<file path="config.mk">
export PLATFORM = sky130hd
export DESIGN_NAME = rv32i_decode_stage
export DESIGN_NICKNAME = d
export VERILOG_FILES = /design/src/rtl/rv32i_decode_stage.sv
export SDC_FILE = /design/constraint.sdc
export NUM_CORES = 1
export LEC_CHECK = 0
export BUFFER_PORTS_ARGS = -buffer_cell sky130_fd_sc_hd__buf_2
export CAP_MARGIN = 20
export CORE_ASPECT_RATIO = 0.9
export CORE_MARGIN = 5
export CORE_UTILIZATION = 50
export DETAILED_ROUTE_END_ITERATION = 6
export HOLD_SLACK_MARGIN = 0.12
export PLACE_DENSITY = 0.83
export SLEW_MARGIN = 5
export SYNTH_ARGS = -nofsm -noshare
export SYNTH_HDL_FRONTEND = slang
export SYNTH_SLANG_ARGS = --single-unit
</file>
<file path="constraint.sdc">
create_clock -name clk -period 2.5 [get_ports clk]
set_input_delay 0.5 -clock clk [delete_from_list [all_inputs] [get_ports clk]]
set_output_delay 0.5 -clock clk [all_outputs]
set_load 0.03 [all_outputs]
</file>
<file path="src/rtl/rv32i_decode_stage.sv">
// rv32i_decode_stage: registered RV32I decode stage with a two-entry skid buffer.
// Decodes in_instr combinationally and captures the control bundle on accept.
// The head entry drives all out_* ports directly, so every output is a flop.
//
// Ports:
//   clk, rst_n               clock, synchronous active-low reset
//   flush                    drop all buffered entries on the next edge
//   in_valid/in_ready        upstream handshake; in_instr, in_pc payload
//   out_valid/out_ready      downstream handshake
//   out_alu_op, out_op_func  ALU control
//   out_imm                  sign-extended immediate (0 for R-type)
//   out_rs1/rs2/rd           register indices
//   out_src1_pc/src2_imm     operand selects
//   out_reg_we, out_mem_rd, out_mem_wr, out_branch, out_jump   enables
//   out_pc, out_illegal      PC of the presented entry, illegal flag
//
// Build option: define DECODE_ILLEGAL_CHK_EN to enable the illegal-instruction
// check; otherwise out_illegal is 0 and unknown opcodes decode as NOP.
module rv32i_decode_stage (
    input  logic        clk,
    input  logic        rst_n,
    input  logic        flush,
    input  logic        in_valid,
    output logic        in_ready,
    input  logic [31:0] in_instr,
    input  logic [31:0] in_pc,
    output logic        out_valid,
    input  logic        out_ready,
    output logic [1:0]  out_alu_op,
    output logic [4:0]  out_op_func,
    output logic [31:0] out_imm,
    output logic [4:0]  out_rs1,
    output logic [4:0]  out_rs2,
    output logic [4:0]  out_rd,
    output logic        out_src1_pc,
    output logic        out_src2_imm,
    output logic        out_reg_we,
    output logic        out_mem_rd,
    output logic        out_mem_wr,
    output logic        out_branch,
    output logic        out_jump,
    output logic [31:0] out_pc,
    output logic        out_illegal
);

    localparam int unsigned XLEN = 32;
    localparam int unsigned REGW = 5;

    localparam logic [6:0] OPC_OP     = 7'b0110011;
    localparam logic [6:0] OPC_OP_IMM = 7'b0010011;
    localparam logic [6:0] OPC_LOAD   = 7'b0000011;
    localparam logic [6:0] OPC_STORE  = 7'b0100011;
    localparam logic [6:0] OPC_BRANCH = 7'b1100011;
    localparam logic [6:0] OPC_LUI    = 7'b0110111;
    localparam logic [6:0] OPC_AUIPC  = 7'b0010111;
    localparam logic [6:0] OPC_JAL    = 7'b1101111;
    localparam logic [6:0] OPC_JALR   = 7'b1100111;

    typedef struct packed {
        logic [1:0]      alu_op;
        logic [4:0]      op_func;
        logic [XLEN-1:0] imm;
        logic [REGW-1:0] rs1;
        logic [REGW-1:0] rs2;
        logic [REGW-1:0] rd;
        logic            src1_pc;
        logic            src2_imm;
        logic            reg_we;
        logic            mem_rd;
        logic            mem_wr;
        logic            branch;
        logic            jump;
        logic            illegal;
        logic [XLEN-1:0] pc;
    } dec_t;

    typedef enum logic [1:0] {ST_EMPTY, ST_ONE, ST_TWO} state_t;

    state_t          state;
    dec_t            head;
    dec_t            tail;
    dec_t            dec_c;
    logic            known_c;
    logic [XLEN-1:0] imm_i_c, imm_s_c, imm_b_c, imm_u_c, imm_j_c;
    logic            accept_c;
    logic            consume_c;

    // Immediate formats, all sign-extended from instr[31]
    always_comb begin
        imm_i_c = {{20{in_instr[31]}}, in_instr[31:20]};
        imm_s_c = {{20{in_instr[31]}}, in_instr[31:25], in_instr[11:7]};
        imm_b_c = {{19{in_instr[31]}}, in_instr[31], in_instr[7], in_instr[30:25], in_instr[11:8], 1'b0};
        imm_u_c = {in_instr[31:12], 12'b0};
        imm_j_c = {{11{in_instr[31]}}, in_instr[31], in_instr[19:12], in_instr[20], in_instr[30:21], 1'b0};
    end

    // Opcode decode into the control bundle
    always_comb begin
        dec_c         = '0;
        known_c       = 1'b1;
        dec_c.op_func = {in_instr[5], in_instr[30], in_instr[14:12]};
        dec_c.rs1     = in_instr[19:15];
        dec_c.rd      = in_instr[11:7];
        dec_c.pc      = in_pc;
        case (in_instr[6:0])
            OPC_OP: begin
                dec_c.rs2    = in_instr[24:20];
                dec_c.reg_we = 1'b1;
            end
            OPC_OP_IMM: begin
                dec_c.imm      = imm_i_c;
                dec_c.src2_imm = 1'b1;
                dec_c.reg_we   = 1'b1;
            end
            OPC_LOAD: begin
                dec_c.alu_op   = 2'b01;
                dec_c.imm      = imm_i_c;
                dec_c.src2_imm = 1'b1;
                dec_c.mem_rd   = 1'b1;
                dec_c.reg_we   = 1'b1;
            end
            OPC_STORE: begin
                dec_c.alu_op   = 2'b01;
                dec_c.imm      = imm_s_c;
                dec_c.rs2      = in_instr[24:20];
                dec_c.rd       = '0;
                dec_c.src2_imm = 1'b1;
                dec_c.mem_wr   = 1'b1;
            end
            OPC_BRANCH: begin
                dec_c.alu_op = 2'b11;
                dec_c.imm    = imm_b_c;
                dec_c.rs2    = in_instr[24:20];
                dec_c.rd     = '0;
                dec_c.branch = 1'b1;
            end
            OPC_LUI: begin
                dec_c.alu_op   = 2'b01;
                dec_c.imm      = imm_u_c;
                dec_c.rs1      = '0;
                dec_c.src2_imm = 1'b1;
                dec_c.reg_we   = 1'b1;
            end
            OPC_AUIPC: begin
                dec_c.alu_op   = 2'b01;
                dec_c.imm      = imm_u_c;
                dec_c.src1_pc  = 1'b1;
                dec_c.src2_imm = 1'b1;
                dec_c.reg_we   = 1'b1;
            end
            OPC_JAL: begin
                dec_c.alu_op   = 2'b01;
                dec_c.imm      = imm_j_c;
                dec_c.src1_pc  = 1'b1;
                dec_c.src2_imm = 1'b1;
                dec_c.jump     = 1'b1;
                dec_c.reg_we   = 1'b1;
            end
            OPC_JALR: begin
                dec_c.alu_op   = 2'b01;
                dec_c.imm      = imm_i_c;
                dec_c.src2_imm = 1'b1;
                dec_c.jump     = 1'b1;
                dec_c.reg_we   = 1'b1;
            end
            default: known_c = 1'b0;
        endcase
`ifdef DECODE_ILLEGAL_CHK_EN
        dec_c.illegal = !known_c || (in_instr[1:0] != 2'b11);
        // BNE/BLTU/BGEU need compares the ALU does not produce
        if (in_instr[6:0] == OPC_BRANCH &&
            (in_instr[14:12] == 3'b001 || in_instr[14:12] == 3'b110 || in_instr[14:12] == 3'b111))
            dec_c.illegal = 1'b1;
        if (in_instr[6:0] == OPC_OP) begin
            if (in_instr[31:25] != 7'b0000000 && in_instr[31:25] != 7'b0100000)
                dec_c.illegal = 1'b1;
            if (in_instr[31:25] == 7'b0100000 && in_instr[14:12] != 3'b000 && in_instr[14:12] != 3'b101)
                dec_c.illegal = 1'b1;
        end
        if (in_instr[6:0] == OPC_OP_IMM) begin
            if (in_instr[14:12] == 3'b001 && in_instr[31:25] != 7'b0000000)
                dec_c.illegal = 1'b1;
            if (in_instr[14:12] == 3'b101 && in_instr[31:25] != 7'b0000000 && in_instr[31:25] != 7'b0100000)
                dec_c.illegal = 1'b1;
        end
        // An illegal entry must not cause any architectural side effect
        if (dec_c.illegal) begin
            dec_c.reg_we = 1'b0;
            dec_c.mem_rd = 1'b0;
            dec_c.mem_wr = 1'b0;
            dec_c.branch = 1'b0;
            dec_c.jump   = 1'b0;
        end
`else
        dec_c.illegal = 1'b0;
`endif
    end

    assign accept_c  = in_valid && in_ready;
    assign consume_c = out_valid && out_ready;

    // Skid-buffer FSM: head feeds the outputs, tail holds the second entry
    always_ff @(posedge clk) begin
        if (!rst_n) begin
            state     <= ST_EMPTY;
            in_ready  <= 1'b1;
            out_valid <= 1'b0;
            head      <= '0;
            tail      <= '0;
        end else if (flush) begin
            state     <= ST_EMPTY;
            in_ready  <= 1'b1;
            out_valid <= 1'b0;
        end else begin
            case (state)
                ST_EMPTY: begin
                    if (accept_c) begin
                        head      <= dec_c;
                        state     <= ST_ONE;
                        out_valid <= 1'b1;
                    end
                end
                ST_ONE: begin
                    if (accept_c && !consume_c) begin
                        tail     <= dec_c;
                        state    <= ST_TWO;
                        in_ready <= 1'b0;
                    end else if (!accept_c && consume_c) begin
                        state     <= ST_EMPTY;
                        out_valid <= 1'b0;
                    end else if (accept_c && consume_c) begin
                        head <= dec_c;
                    end
                end
                ST_TWO: begin
                    if (consume_c) begin
                        head     <= tail;
                        state    <= ST_ONE;
                        in_ready <= 1'b1;
                    end
                end
                default: begin
                    state     <= ST_EMPTY;
                    in_ready  <= 1'b1;
                    out_valid <= 1'b0;
                end
            endcase
        end
    end

    assign out_alu_op   = head.alu_op;
    assign out_op_func  = head.op_func;
    assign out_imm      = head.imm;
    assign out_rs1      = head.rs1;
    assign out_rs2      = head.rs2;
    assign out_rd       = head.rd;
    assign out_src1_pc  = head.src1_pc;
    assign out_src2_imm = head.src2_imm;
    assign out_reg_we   = head.reg_we;
    assign out_mem_rd   = head.mem_rd;
    assign out_mem_wr   = head.mem_wr;
    assign out_branch   = head.branch;
    assign out_jump     = head.jump;
    assign out_pc       = head.pc;
    assign out_illegal  = head.illegal;

endmodule

</file>
* Yosys cells after proc, flatten, opt, wreduce, memory -nomap -nowiden *
Cells that the tools add are included.

cells by class
  equality and inequality tests = 19
  bitwise operators = 4
  reduce and logical (&&, ||, !) cells = 24
  mux-type cells = 30

operator list
  operator              count
  $mux W94              5
  $pmux W94 S3          1
  $pmux W32 S5          1
  $eq A7 B6 Y1 const B  3
  $eq A7 B7 Y1 const B  3
  $mux W5               3
  $eq A7 B5 Y1 const B  2
  $ne A2 B2 Y1 const B  7
  $reduce_or A7 Y1      2
  $mux W1               12
  $reduce_or A2 Y1      5
  $reduce_and A3 Y1     3
  $mux W2               4
  $eq A7 B2 Y1 const B  1
  $reduce_and A7 Y1     1
  $pmux W1 S3           2
  $pmux W2 S3           1
  $reduce_or A3 Y1      2
  $reduce_or A6 Y1      1
  $logic_and A1 B1 Y1   5
  $not A1 Y1            4
  $pmux W2 S2           1
  $reduce_and A4 Y1     1
  $ne A3 B3 Y1 const B  1
  5 further kinds       6

word-level totals
  input port bits = 69
  word-level logic and storage cells = 109
  register bits after elaboration = 191
  output and inout bits = 96

* Longest topological paths before layout *
Gate-level depths: netlist of the first run.

  depth after elaboration = 7
  gate-level depth with buffers = 12
  mapped depth without buffers = 8

* Worst setup path after synthesis of the first run *
OpenSTA, ideal clock, no wires.

  path type = input to register
  start = in out_ready
  end = reg head, in the netlist out_imm[30]
  data required time = 2.421 ns
  library setup time = 0.079 ns
  path buffers = 4
  stages = 12
  arrival = 2.410 ns
  slack = 0.011 ns
  path through = nand2_1 > clkbuf_1 > inv_1 > ha_1 > nor4b_2 > o32a_4 > and2_1 > buf_6 > buf_6 > buf_2 > nand3_1 > o211ai_1

between the ends
  cells in the longest elaborated chain, start to end = 5
  elaborated cells between the ends (all ways) = 10
  classes of those cells = eq/ne (4); reduce/logical (6)

RTL lines
  element                                 RTL line  RTL
  from (decl)                             28        input logic out_ready,
  $logic_and A1 B1 Y1 (*)                 200       assign consume_c = out_valid && out_ready;
  $logic_not A1 Y1                        224       if (accept_c && !consume_c) begin
  $logic_and A1 B1 Y1                     224
  $ne A2 B2 Y1 (no source line)           -
  $reduce_and A7 Y1 (no source line) (*)  -
  to (signal assigned)                    237       head <= tail;
  to (decl)                               80        dec_t head;

Mark *: on every way between the ends. The rest lies on a longest branch, timed or not.
A chain may end at the register's enable or synchronous reset.

* Final worst setup path of the first run *
  start = reg out_valid
  end = reg head, in the netlist out_pc[24]

between the ends
  cells in the longest elaborated chain, start to end = 5
  elaborated cells between the ends (all ways) = 10
  classes of those cells = eq/ne (4); reduce/logical (6)

RTL lines
  element                                 RTL line  RTL
  from (decl)                             27        output logic out_valid,
  from (signal assigned)                  207       out_valid <= 1'b0;
  from (signal assigned)                  213       out_valid <= 1'b0;
  from (signal assigned)                  220       out_valid <= 1'b1;
  $logic_and A1 B1 Y1 (*)                 200
  $logic_not A1 Y1                        224
  $logic_and A1 B1 Y1                     224
  $ne A2 B2 Y1 (no source line)           -
  $reduce_and A7 Y1 (no source line) (*)  -

Marked as above.

==> results.cfg, run 1 <==
[synth]
synth_top_family_by_area = compound AO/OA/AOI/OAI gates
syn_nets = 1078
yosys.area.top_type = dfxtp_1
yosys_most_used_dff = dfxtp_1
yosys.area_share.simple = 0.209
synth-edff-count = 0
syn_inst = 1006
synth_cell_types = 53
synthTopCellsByArea = dfxtp_1 46%, nand2_1 9.6%, a21oi_1 7.9%
synth_top_area_frac = 0.465
ys_ff_latch = 190
synth_xor_area_frac = 0
synth-seq-area-share = 0.465
synthMuxAreaShare = 0
syn_area_sq_um = 8180
synthArstFlopShare = 0
synth_fa_ha_area_frac = 0.00459
synth_warnings = 0
synth-compound-area-share = 0.267
avgSynthCellArea_sq_um = 8.13

[pwr]
pwr-share-seq = 0.460
clock_power_share = 0.389
power_density_nw_per_um2 = 716
power.total_uw = 7010
ir_drop_mv = 0.512
switching_power_uw = 1980
power_switching_share = 0.283
leakagePower_uw = 0.00384
power_frac_comb = 0.150
power.internal_uw = 5030

[route]
postRouteAntennaNets = 0
totalWireLength_microns = 22800
vias_per_cell = 5.81
wl_per_cell_microns = 16.9
drt_iter0_markers = 762
dr_total_vias = 7850
firstDrtPassIters = 6
drc = 0

[layout]
area_growth_pct = 19.7
final_nets = 1202
mostFrequentLayoutCells = 209 x nand2_1, 190 x dfxtp_1, 163 x buf_2, 129 x a21oi_1, 71 x nor2_1
num-fill-cells = 1406
layout_commonest_cell = nand2_1
drive_gt1_frac = 0.242
finalInstanceArea_sq_um = 9790

[worst_setup_path]
rr_endpoint = out_pc[24]
cp-start-kind = flip-flop
criticalPathCategory = flip-flop to flip-flop
cp.arrival_ns = 2.58
critPathSlowestCell = dfxtp_1
timing.critical_path.buf_inv = 2
reg2reg_from = out_valid
end_kind = flip-flop
r2r_slack_ns = 0.26
critPathMaxFanout = 47
crit_cells = 9
worst_path_largest_cell_delay_ns = 0.34
reg2reg_depth = 9
worstPathCellList = nand2_1, inv_1, ha_1, nor4b_2, o32a_4, and2_4, buf_12, nor2_1, a311oi_2
cp.required_ns = 2.84
cp_top_family = simple AND/OR/NAND/NOR gates

[clocking]
cts_tree = yes
cts_inserted_buffers = 17
cts-root-buf = clkbuf_16
post_cts_resized = 0
clk_path_buf_depth = 2
cts_setup_buffers = 0
clock-sinks = 190
clk_latency_ns = 0.43
clk_pin_slew_ns = 0.07
cts.htree.levels = 4
hold_buffers = 0

[sta]
rsz0062_at_grt = false
final_hold_viol_count = 0
slew_headroom = 0.630
fmax_mhz = 446
min_period_over_period = 0.897
report.final.slew_viol_count = 0
fin_skew_ns = 0.0157
min_period_ns = 2.24
finalSetupViolCount = 0
max_slew.worst_pin.slew_ns = 0.547

[floorplanning]
io_pins = 165
die_y_microns = 131
die_w_microns = 145
coreArea_sq_um = 16100
dieArea_sq_um = 19000
start_util = 0.507
num_rows = 44

[min_path]
hold_path_startpoint = in_pc[2]
whs_path_depth = 3
hold_end = tail[2]
hp-class = primary input to flip-flop

[global_route]
first_global_vias = 7132
grt_pass1_wl_microns = 36500
grt_max_degree = 98
antenna_found_initial = 1
track_usage = 0.234
grt.overflow.total = 0

[placement]
dp_hpwl_microns = 15100
io_buffer_count = 163
gp_congestion = 0.836
dpl_cell_area_sq_um = 9200

[run]
cap_violations = 0

[run_status]
outcome = complete, no violations
[worst reg2reg max path: cells and delay by family (launching register included)]
kind,cells,cell delay (ns)
flip-flops,1,0.34
AO/OA/AOI/OAI,2,0.47
AND/OR/NAND/NOR,4,0.77
adder cells (fa/ha/maj),1,0.23
buffers and inverters,2,0.35
[Yosys cell counts (all sizes together) (4+ instances only)]
| library cell | number |
|---|---|
| o31ai | 10 |
| clkbuf | 63 |
| o21ai | 70 |
| nand2 | 211 |
| and2 | 9 |
| a311oi | 36 |
| nand3 | 70 |
| dfxtp | 190 |
| buf | 28 |
| a211oi | 6 |
| a22oi | 10 |
| a221oi | 5 |
| a31oi | 16 |
| o211a | 4 |
| nor2 | 71 |
| nor2b | 6 |
| o211ai | 13 |
| o21a | 4 |
| inv | 4 |
| nor3 | 9 |
| a21oi | 129 |
[flip-flops by register name, summed over array words and instances, names as in the netlist]
signal	flops
out_src2_imm	1
out_op_func	5
out_src1_pc	1
out_mem_wr	1
out_rs1	5
in_ready	1
out_imm	32
out_rs2	5
out_alu_op	2
out_branch	1
state	2
out_rd	5
out_jump	1
out_pc	32
tail	93
out_reg_we	1
out_mem_rd	1
out_valid	1
[area by class of cell]
class | instances | area [sq um] | share of cell area
Clock inverter | 12 | 134 | 0.0137
Clock buffer | 20 | 457 | 0.0466
Inverter | 5 | 21.3 | 0.00217
Tap cell | 207 | 259 | 0.0264
Multi-Input combinational cell | 720 | 3950 | 0.404
Timing Repair Buffer | 196 | 1160 | 0.119
Sequential cell | 190 | 3800 | 0.388
Antenna cell | 1 | 2.50 | 0.000256
[through the flow]
stage	util	hold WS [ns]	worst slack, ns	std cells	setup TNS (ns)
after detailed placement	0.570	0.442	-0.00226	1318	-0.00226
after global routing	0.607	0.314	0.102	1350	0
final	0.607	0.321	0.258	1351	0
after global placement	0.570	0.437	0.0562	1318	0
after CTS	0.607	0.298	0.249	1350	0
after floorplan	-	0.429	0.0113	1006	0
[routing by layer]
metal / vias to the layer above / wire [microns] / GRT usage
li1: 3793 / - / -
met1: 3646 / 9760 / 0.329
met2: 378 / 10400 / 0.357
met3: 31 / 2320 / 0.0560
met4: 2 / 336 / 0.0668
met5: - / 10 / 0
[worst max path at each step]
stage	start	end	slack [ns]
floorplan	out_ready	out_imm[30]	0.01
global placement	out_ready	out_pc[6]	0.06
detailed placement	out_ready	out_pc[24]	-0.002
CTS	out_valid	out_pc[24]	0.25
global route	out_valid	out_pc[24]	0.10
finish	out_valid	out_pc[24]	0.26
[power by group through the flow]
stage / sequential (uW) / combinational [uW] / clock [uW]
after global placement: 3290 / 1030 / 0
after global routing: 3240 / 1140 / 2910
after CTS: 3230 / 1060 / 2780
final: 3230 / 1050 / 2730
after detailed placement: 3300 / 1050 / 0
after floorplan: 3510 / 493 / 0
[logic make-up after synthesis]
logic type	count (synthesis)
fa+ha+maj	3
simple gates	396
flops	190
buf+inv	96
compound gates	320
other cells	1
(Power assumes the default switching activity.)
==> inputs of run 2 (changes only) <==
- CORE_MARGIN: 5 -> default
- RECOVER_POWER: default -> 25
==> run 2 against run 1 <==
Against the previous run: clock power fell by 3%; setup slack improved by 0.056 ns; hold slack improved by 0.0016 ns; largest cell class unchanged; final cell count fell by 0.15%; final area fell by 0.82%; highest routed layer is now met4; sequential share of layout area rose by 0.32 points; first-iteration DRC count fell by 12%; global-route usage rose by 3.6 points; power fell by 1.3%; via count rose by 0.34%; non-clock buffer count rose by 5.
==> results.cfg, run 2 (synthesis results as in run 1) <==
[run_status]
outcome = complete, no violations

[route]
wl_per_cell_microns = 16.8
vias_per_cell = 5.84
postRouteAntennaNets = 0
drt_iter0_markers = 672
totalWireLength_microns = 22700
dr_total_vias = 7877
firstDrtPassIters = 5
drc = 0

[floorplanning]
coreArea_sq_um = 15700
num_rows = 43
dieArea_sq_um = 16900
die_w_microns = 137
io_pins = 165
die_y_microns = 123
start_util = 0.521

[layout]
area_growth_pct = 18.7
post-route-util = 0.618
layout_commonest_cell = nand2_1
finalInstanceArea_sq_um = 9710
final_nets = 1207
drive_gt1_frac = 0.182
largest_reg_flops = 93
num-fill-cells = 1372
largest_register = tail
mostFrequentLayoutCells = 209 x nand2_1, 190 x dfxtp_1, 129 x a21oi_1, 94 x buf_2

[worst_setup_path]
cp.required_ns = 2.87
reg2reg_depth = 9
cp.arrival_ns = 2.56
timing.critical_path.buf_inv = 2
criticalPathCategory = flip-flop to flip-flop
worstPathCellList = nand2_1, inv_1, ha_1, nor4b_2, o32a_4, nand2_2, buf_12, a211oi_1, a31o_2
rr_endpoint = out_imm[3]
r2r_slack_ns = 0.31
reg2reg_from = out_valid
critPathMaxFanout = 30
cp_top_family = compound AO/OA/AOI/OAI gates
critPathSlowestCell = dfxtp_1
end_kind = flip-flop
worst_path_largest_cell_delay_ns = 0.33
cp-start-kind = flip-flop

[clocking]
clock-sinks = 190
hold_buffers = 0
cts_setup_buffers = 0
clk_latency_ns = 0.42
cts-root-buf = clkbuf_16
cts_inserted_buffers = 17
clk_path_buf_depth = 2
cts_tree = yes
clk_pin_slew_ns = 0.07
cts.htree.levels = 4
post_cts_resized = 0

[pwr]
power_switching_share = 0.279
leakagePower_uw = 0.00358
switching_power_uw = 1930
power.total_uw = 6920
clock_power_share = 0.384
power_density_nw_per_um2 = 713
ir_drop_mv = 0.527
pwr-share-seq = 0.467
power_frac_comb = 0.149
power.internal_uw = 4990

[sta]
fmax_mhz = 457
rsz0062_at_grt = false
min_period_over_period = 0.874
final_hold_viol_count = 0
min_period_ns = 2.19
finalSetupViolCount = 0
layout_setup_ws_ns = 0.314
fin_skew_ns = 0.00742
fin_tns_setup_ns = 0
report.final.slew_viol_count = 0

[global_route]
first_global_vias = 7085
track_usage = 0.269
grt.overflow.total = 0
grt_max_degree = 91
antenna_found_initial = 2
grt_pass1_wl_microns = 35400

[min_path]
whs_path_depth = 3
hold_end = tail[9]
hold_path_startpoint = in_pc[9]
hp-class = primary input to flip-flop

[placement]
dp_hpwl_microns = 14800
dpl_cell_area_sq_um = 9230
io_buffer_count = 163
dpl_worst_slack_ns = 0.0428
gp_congestion = 0.925

[run]
cap_violations = 0
[run 2: cell count changes in the layout (fill, tap and decap cells not counted), sizes merged]
cell | previous run | this run
clkbuf | 20 | 90
buf | 196 | 132
clkinvlp | 5 | 2
clkinv | 2 | 3
inv | 8 | 6
diode | 1 | 2
[run 2: layout make-up]
type                    count  area (sq um)  share of cell area
flip-flops and latches    190          3800               0.392
well taps                 202           253              0.0260
inverters                   5          21.3             0.00219
clock buffers              21           460              0.0474
clock inverters             8           110              0.0113
multi-input cells         720          3950               0.406
diodes                      2          5.00            0.000515
repair buffers            201          1110               0.115
[run 2: tightest hold or removal path, cell delays in order]
cell and delay (ns):
buf_2 0.10, nand2_1 0.05, a21oi_1 0.05
[run 2: routing by layer]
layer	up-vias	track usage	wire, microns
met3	39	0.0611	2010
met2	350	0.419	10300
met5	-	0	0
li1	3794	-	-
met1	3694	0.365	9870
met4	0	0.101	488
[run 2: worst max-delay path by stage]
stage	end	slack, ns	start	cells after the start
after floorplan	out_imm[30]	0.01	out_ready	12
after global placement	out_op_func[2]	0.11	out_ready	10
after detailed placement	out_pc[4]	0.04	out_ready	10
after CTS	out_reg_we	0.30	out_valid	9
after global routing	out_branch	0.15	out_valid	9
final	out_imm[3]	0.31	out_valid	9
[run 2: power by group through the flow]
stage	logic, uW	registers, uW	clock network, uW
6_report	1030	3240	2660
5_1_grt	1110	3250	2820
4_1_cts	1050	3230	2690
3_5_place_dp	1050	3300	0
3_3_place_gp	1030	3300	0
2_1_floorplan	493	3510	0
[run 2: stage by stage]
step           instances  hold slack [ns]
3_5_place_dp        1318            0.442
5_1_grt             1349            0.317
3_3_place_gp        1318            0.438
6_report            1349            0.323
4_1_cts             1347            0.307
2_1_floorplan       1006            0.429
==> inputs of run 3 (changes only) <==
- CORE_UTILIZATION: 50 -> 51
- CTS_BUF_LIST: default -> sky130_fd_sc_hd__clkbuf_2 sky130_fd_sc_hd__clkbuf_4 sky130_fd_sc_hd__clkbuf_8
- PLACE_DENSITY: 0.83 -> 0.84
==> run 3 against run 2 <==
Against the previous run: wire length fell by 2.4%; setup slack got worse by 0.097 ns; flip-flop and latch count did not move; count of clock-buffer cells in the layout did not move; largest cell class unchanged; clock power fell by 32%; fmax fell by 4.2%; sequential share of layout area rose by 0.81 points; die area fell by 1.9%; critical path type unchanged.
==> results.cfg, run 3 (synthesis results as in run 1) <==
[sta]
rsz0062_at_grt = false
whs_ns = 0.267
final_hold_viol_count = 0
fin_skew_ns = 0.0121
fmax_mhz = 438
finalSetupViolCount = 0
report.final.slew_viol_count = 0
layout_setup_ws_ns = 0.217
min_period_ns = 2.28
slew_headroom = 0.637
min_period_over_period = 0.913
max_slew.worst_pin.slew_ns = 0.545

[route]
dr_total_vias = 7941
firstDrtPassIters = 6
totalWireLength_microns = 22100
drt_iter0_markers = 601
vias_per_cell = 5.86
postRouteAntennaNets = 0
drc = 0
wl_per_cell_microns = 16.3

[layout]
drive_gt1_frac = 0.191
stdcell_count = 1355
layout_commonest_cell = nand2_1
post-route-util = 0.612
area_growth_pct = 16.3
diodes = 0
largest_reg_flops = 93
num-fill-cells = 1387
largest_register = tail
final_nets = 1212
mostFrequentLayoutCells = 209 x nand2_1, 190 x dfxtp_1, 129 x a21oi_1, 95 x buf_2, 71 x nor2_1

[worst_setup_path]
cp-start-kind = flip-flop
cp-startpoint = out_valid
end_kind = flip-flop
rr_endpoint = out_imm[15]
criticalPathCategory = flip-flop to flip-flop
critPathMaxFanout = 34
reg2reg_from = out_valid
reg2reg_depth = 9
cp.required_ns = 2.88
cp.arrival_ns = 2.66
r2r_slack_ns = 0.22

[clocking]
clk_latency_ns = 0.48
post_cts_resized = 0
cts_setup_buffers = 0
clock-sinks = 190
clk_pin_slew_ns = 0.09
hold_buffers = 0
cts_inserted_buffers = 17
clk_path_buf_depth = 2
cts.htree.levels = 4
cts-root-buf = clkbuf_8
cts_tree = yes

[pwr]
leakagePower_uw = 0.00352
power_density_nw_per_um2 = 637
pwr-share-seq = 0.533
power_frac_comb = 0.170
ir_drop_mv = 0.401
power_switching_share = 0.308
power.internal_uw = 4200
switching_power_uw = 1870
power.total_uw = 6070
clock_power_share = 0.297

[floorplanning]
dieArea_sq_um = 16600
num_rows = 43
coreArea_sq_um = 15500
start_util = 0.526
die_y_microns = 122
io_pins = 165
die_w_microns = 136

[min_path]
hp-class = primary input to flip-flop
whs_path_depth = 3
hold_path_startpoint = in_pc[7]
hold_end = tail[7]

[global_route]
grt_max_degree = 61
busiest_layer = met2
first_global_vias = 7169
use_met3 = 0.0508
grt_pass1_wl_microns = 35200
gr-usage-met1 = 0.362
use_met2 = 0.429
grt.overflow.total = 0
track_usage = 0.269
antenna_found_initial = 0

[placement]
dpl_worst_slack_ns = -0.0384
dp_hpwl_microns = 15000
dp_cells = 1323
io_buffer_count = 163
gp_congestion = 0.929

[run_status]
outcome = complete, no violations

[run]
cap_violations = 0
run 3: cell types whose count changed in the layout (fill, tap and decap cells not counted), sizes merged:
cell | previous run | this run
buf | 132 | 138
clkinv | 3 | 8
bufinv | 2 | 0
diode | 2 | 0
clkbuf | 90 | 89
clkinvlp | 2 | 1
inv | 6 | 7
run 3: power by group through the flow:
stage	clock network, uW	logic [uW]	registers [uW]
finish	1800	1030	3230
global route	1950	1110	3250
detailed placement	0	1050	3300
floorplan	0	493	3510
CTS	1840	1050	3230
global placement	0	1030	3290
run 3: worst max path at each step:
stage / depth (start not counted) / slack (ns) / to
2_1_floorplan: 12 / 0.01 / out_imm[30]
3_3_place_gp: 10 / 0.11 / out_imm[14]
3_5_place_dp: 10 / -0.04 / out_imm[15]
4_1_cts: 9 / 0.20 / out_imm[15]
5_1_grt: 9 / 0.09 / out_imm[15]
6_report: 9 / 0.22 / out_imm[15]
run 3: critical path, cell delays in order, from the launching register on:
cell and delay, ns:
dfxtp_1 0.35, nand2_1 0.09, inv_1 0.09, ha_1 0.23, nor4b_2 0.31, o32a_4 0.25
and2_4 0.21, buf_12 0.21, nand2_2 0.15, o31ai_1 0.29
run 3: routing by layer:
metal  up-vias  routed length (microns)
met4         0                      374
met3        32                     1860
met1      3745                     9650
met5         -                        0
li1       3805                        -
met2       359                    10200
run 3: per-stage QoR:
stage | setup TNS [ns] | instance area [sq um]
finish | 0 | 9520
global route | 0 | 9520
CTS | 0 | 9600
detailed placement | -0.0885 | 9270
global placement | 0 | 9270
floorplan | 0 | 8180
run 3: cell type report:
type / count / area (sq um) / area share
Sequential cell: 190 / 3800 / 0.400
Clock buffer: 21 / 264 / 0.0277
Multi-Input combinational cell: 720 / 3950 / 0.415
Clock inverter: 11 / 68.8 / 0.00723
Inverter: 5 / 21.3 / 0.00224
Tap cell: 202 / 253 / 0.0266
Timing Repair Buffer: 206 / 1150 / 0.121
